`config.mk`:
```
export PLATFORM = sky130hd
export DESIGN_NAME = io_bus_scheduler
export DESIGN_NICKNAME = d
export VERILOG_FILES = /design/src/rtl/io_bus_scheduler.sv
export SDC_FILE = /design/constraint.sdc
export NUM_CORES = 1
export LEC_CHECK = 0
export CORE_UTILIZATION = 45
export CTS_BUF_LIST = sky130_fd_sc_hd__clkbuf_8 sky130_fd_sc_hd__clkbuf_16
export CTS_CLUSTER_DIAMETER = 200
export DETAILED_ROUTE_END_ITERATION = 7
export PLACE_DENSITY = 0.75
export SLEW_MARGIN = 20
export SYNTH_ARGS = -nofsm -noshare
export SYNTH_HDL_FRONTEND = slang
export SYNTH_SLANG_ARGS = --single-unit
```
`constraint.sdc`:
```
create_clock -name clk -period 2.5 [get_ports clk]
set_input_delay 0.75 -clock clk [delete_from_list [all_inputs] [get_ports clk]]
set_output_delay 0.75 -clock clk [all_outputs]
set_load 0.01 [all_outputs]
```
`src/rtl/io_bus_scheduler.sv`:
```
// Two-port (fetch / load-store) scheduler for the 8-bit pin bus, 32-bit accesses as LSB-first byte beats.
// Latency: write ack at cycle 5, read ack at cycle 9+TURN_CYCLES after the IDLE sample cycle.
// Backpressure: one access in flight, loser stays pending; `define IO_SCHED_ROUND_ROBIN_EN for round-robin arbitration.
module io_bus_scheduler #(
  parameter int TURN_CYCLES = 1
) (
  input  logic        clk,
  input  logic        rst,
  input  logic        f_req,
  input  logic [31:0] f_addr,
  output logic        f_ack,
  input  logic        d_req,
  input  logic        d_we,
  input  logic [31:0] d_addr,
  input  logic [31:0] d_wdata,
  output logic        d_ack,
  output logic [31:0] rdata,
  input  logic [7:0]  data_input,
  output logic [7:0]  address_out,
  output logic [7:0]  data_output,
  output logic [1:0]  bus_cmd,
  output logic        busy
);

  typedef enum logic [2:0] {IDLE, ADDR, TURN, READ, DONE} state_t;

  localparam logic [1:0] TURN_LAST = 2'(TURN_CYCLES - 1);

  state_t      state, state_nxt;
  logic [1:0]  beat, turn_cnt;
  logic        id_data, we_q;
  logic [31:0] addr_q, wdata_q, rdata_shadow;
  logic        grant_d, grant_any;

  assign grant_any = f_req | d_req;

`ifdef IO_SCHED_ROUND_ROBIN_EN
  // last_grant: 1 = data port was granted last, 0 = fetch
  logic last_grant;
  assign grant_d = d_req & (~f_req | ~last_grant);

  always_ff @(posedge clk) begin
    if (rst)
      last_grant <= 1'b0;
    else if (state == IDLE && grant_any)
      last_grant <= grant_d;
  end
`else
  assign grant_d = d_req;
`endif

  always_comb begin
    state_nxt = state;
    case (state)
      IDLE:    if (grant_any) state_nxt = ADDR;
      ADDR:    if (beat == 2'd3) state_nxt = we_q ? DONE : TURN;
      TURN:    if (turn_cnt == TURN_LAST) state_nxt = READ;
      READ:    if (beat == 2'd3) state_nxt = DONE;
      DONE:    state_nxt = IDLE;
      default: state_nxt = IDLE;
    endcase
  end

  always_comb begin
    address_out = 8'h00;
    data_output = 8'h00;
    bus_cmd     = 2'b00;
    f_ack       = 1'b0;
    d_ack       = 1'b0;
    case (state)
      ADDR: begin
        address_out = addr_q[{beat, 3'b000} +: 8];
        data_output = we_q ? wdata_q[{beat, 3'b000} +: 8] : 8'h00;
        bus_cmd     = we_q ? 2'b10 : 2'b01;
      end
      TURN: begin
        address_out = 8'hFF;
        bus_cmd     = 2'b01;
      end
      READ: bus_cmd = 2'b01;
      DONE: begin
        f_ack = ~id_data;
        d_ack = id_data;
      end
      default: ;
    endcase
  end

  assign busy = (state != IDLE);

  always_ff @(posedge clk) begin
    if (rst) begin
      state        <= IDLE;
      beat         <= 2'd0;
      turn_cnt     <= 2'd0;
      id_data      <= 1'b0;
      we_q         <= 1'b0;
      addr_q       <= 32'h0;
      wdata_q      <= 32'h0;
      rdata_shadow <= 32'h0;
      rdata        <= 32'h0;
    end else begin
      state <= state_nxt;
      if (state_nxt != state) begin
        beat     <= 2'd0;
        turn_cnt <= 2'd0;
      end else begin
        if (state == ADDR || state == READ) beat <= beat + 2'd1;
        if (state == TURN) turn_cnt <= turn_cnt + 2'd1;
      end

      if (state == IDLE && grant_any) begin
        id_data <= grant_d;
        addr_q  <= grant_d ? d_addr : f_addr;
        we_q    <= grant_d & d_we;
        wdata_q <= d_wdata;
      end

      // The last byte bypasses the shadow so rdata is already valid in DONE
      if (state == READ) begin
        rdata_shadow[{beat, 3'b000} +: 8] <= data_input;
        if (beat == 2'd3) rdata <= {data_input, rdata_shadow[23:0]};
      end
    end
  end

endmodule
```
==> key figures <==
Clocking
  • Root Buffer: clkbuf_16
  • Clock-pin slew on the worst setup and hold paths: 0.05 ns
  • CTS Buf Count: 17
  • Htree depth: 4
  • Skew-Pair Late Insertion Delay: 0.41 ns
  • Clk buf depth: 2
  • CTS tree: yes
  • Clk sink count: 129

Synth
  • Number of synthesized register bits: 129
  • Share of the synthesized area in the top cell type: 0.436
  • Synth Area in Adders: 0.0127
  • EDFF count, synth: 0
  • Mux contribution to synthesized area: 0.118
  • Synth async-reset ratio: 0
  • Synth Area in XOR/XNOR: 0.00148
  • Syn nets: 778
  • Yosys Warn Count: 0
  • Top cells by area, synth: dfxtp_1, a21oi_1, mux4_2, nand2_1, mux2i_1
  • Main combinational cell family by area after synthesis: compound AO/OA/AOI/OAI gates
  • Post-synthesis sequential area ratio: 0.436
  • Most frequently used flop master after synthesis: dfxtp_1
  • Yosys top cell by area: dfxtp_1
  • Post-Syn Area: 5930 um^2
  • Compound-gate portion of the synthesized area: 0.195
  • Simple-gate share of the synthesized area: 0.166
  • Count of cell types in the netlist: 42
  • Mapped Cells: 663
  • Syn avg cell area: 8.94 um^2

Timing
  • Slew @ Worst Pin: 0.698 ns
  • Setup WS post-layout: -0.115 ns
  • Fin. max-slew vios: 0
  • Post-route clock skew: 0.00973 ns
  • Final Hold Viols: 0
  • Fin Setup TNS: -0.550 ns
  • RSZ-0062 raised after global routing: true
  • Normalized max-slew margin: 0.535
  • Final-report setup violation count: 12
  • FMAX: 382 MHz
  • Min Tclk post-route: 2.61 ns
  • Hold slack: 0.454 ns
  • Final period util: 1.05

Setup path
  • Crit path depth: 6
  • Most used cell, CP: buf_4
  • Slowest-stage cell, CP: mux4_2
  • CP max FO: 5
  • Critical Setup Path Class: reg -> out
  • Worst r2r path cells: 9
  • Worst Path Required: 1.75 ns
  • Crit path launch type: flop
  • CP Capture Type: primary output
  • Worst path cell trace: buf_12 -> buf_4 -> buf_4 -> mux4_2 -> nor2b_1 -> buf_2
  • Crit-path leading delay family: buffers and inverters
  • Worst EP arrival: 1.86 ns
  • Max incr delay on CP: 0.47 ns
  • Buf/Inv on CP: 4

Power
  • Clock power share: 0.437
  • Worst vdd ir: 443 uV
  • Sequential power share: 0.420
  • Combinational share of power: 0.142
  • Sw frac: 0.257
  • Switch Pwr: 1.36 mW
  • Cell leakage power: 3.08 nW
  • Power per cell area: 640 nW/um^2
  • Int Power: 3.93 mW

Placed design
  • Final GP Congestion: 0.917
  • Hpwl dp: 11.4 mm
  • Post-DP Area: 7650 um^2
  • Placed cells: 960
  • PortBufs: 161

Flow run
  • Maxcap violations: 0

Finish
  • Area growth syn-to-layout: 39.3%
  • Most frequent cells in the layout: clkdlybuf4s50_1, dfxtp_1, a21oi_1
  • Antenna cell count: 0
  • Layout cell share with drive strength beyond 1: 0.161
  • Finished Layout Cells: 1003
  • Final nets: 933
  • Final instance area: 8260 um^2
  • Most common cell after layout, fill and taps aside: clkdlybuf4s50_1

Global routing
  • Antenna violations before repair: 0
  • Top Usage Layer GRT: met2
  • Met1 usage: 0.302
  • Total global-route track usage: 0.248
  • Met3 global-route usage: 0.0592
  • M2 GR Usage: 0.423
  • First-pass GRT wire length: 25.8 mm
  • Vias in the first global route: 5258
  • Global route overflow: 0
  • Largest net degree at the start of global routing: 93

Die
  • Core box area: 12700 um^2
  • Die W: 117 um
  • Chip height: 117 um
  • Core Rows: 41
  • IO Count: 162
  • DIE AREA: 13600 um^2
  • Initial Util: 0.466

Min path
  • WHS Path Cells: 2
  • Worst hold path class: reg -> reg

Detailed routing
  • DRT antenna net count: 0
  • TritonRoute pass-1 iters: 5
  • Drt total wl: 16.5 mm
  • WL/cell: 16.4 um
  • Drt drc: 0
  • Via count: 5604
  • Via/cell ratio: 5.59
  • DRT iter0 DRCs: 471

Status
  • Status: finished, violations left
  • Failing checks: setup timing
cell families after synthesis:
group                      count (synthesis)
AOI/OAI and AO/OA                        202
xor gates and xnor gates                   1
adders and majority gates                  6
buffers and inverters                     81
DFF                                      129
muxes                                     50
and+or+nand+nor                          194
cells in the mapped netlist (2+ instances only):
cell type / number
and4b_1: 4
mux2i_1: 34
nor2b_1: 9
nand3_1: 57
or3_1: 3
a211oi_1: 23
a21oi_1: 124
buf_6: 6
buf_2: 23
nand4b_1: 3
clkbuf_1: 21
buf_4: 12
mux4_2: 16
nor4_1: 4
nand3b_1: 2
nor4bb_1: 2
dfxtp_1: 129
nor2_4: 2
nor3_1: 3
ha_1: 6
inv_1: 16
nor2_1: 4
clkbuf_2: 2
o21ai_0: 32
a211oi_2: 10
nand2_1: 91
o21ai_1: 10
path summary, 6_finish.rpt:
path,slack [ns],endpoint,from
worst max-delay path,-0.11,data_output[1],beat[0]
worst min register to register,0.45,rdata[22],rdata_shadow[22]
worst min-delay path,0.45,rdata[22],rdata_shadow[22]
worst max register to register,0.36,rdata_shadow[16],beat[0]
stage by stage:
| step | utilization | total power [mW] | setup slack (ns) |
|---|---|---|---|
| global route | 0.649 | 5.47 | -0.145 |
| floorplan | - | 2.65 | 0.412 |
| CTS | 0.648 | 5.29 | -0.115 |
| finish | 0.649 | 5.29 | -0.115 |
| global placement | 0.601 | 2.96 | -0.0335 |
| detailed placement | 0.601 | 2.98 | -0.0396 |
worst register-to-register path, stage by stage (launching register included):
cell	delay, ns
dfxtp_2	0.35
buf_12	0.13
buf_4	0.13
buf_4	0.12
buf_4	0.14
inv_1	0.06
ha_1	0.34
nor3b_2	0.45
nand3_1	0.15
a21oi_1	0.20
power groups by stage:
stage	Clock [mW]	Sequential [mW]	Combinational, mW
3_3_place_gp	0	2.26	0.701
4_1_cts	2.33	2.22	0.740
5_1_grt	2.44	2.23	0.809
2_1_floorplan	0	2.23	0.421
3_5_place_dp	0	2.26	0.721
6_report	2.31	2.22	0.753
metal layers:
metal | part of all wire | vias to the layer above
met3 | 0.076 | 35
met4 | 0.025 | 0
met5 | 0 | -
li1 | - | 2669
met1 | 0.40 | 2609
met2 | 0.50 | 291
layout make-up:
class	count	area, um^2
fillers	1083	4460
clock buffers	17	425
inverters	17	63.8
well taps	172	215
flip-flops and latches	129	2590
multi-input cells	453	2940
repair buffers	200	1890
clock inverters	15	135
registers in the layout (all words and copies together) (netlist names):
register and cells:
wdata_q 32, rdata_shadow 24, beat 2, id_data 1, rdata 32, state 3, turn_cnt 2, addr_q 32
we_q 1
what timing repair did:
item                                    CTS  global route
pin swaps                                 0             0
cloned                                    0             0
hold buffers                              0             0
setup buffers                            10             1
endpoints found under the setup margin   21            15
resized for setup                        77            15
Note: power is estimated with default switching activity, not from simulation.
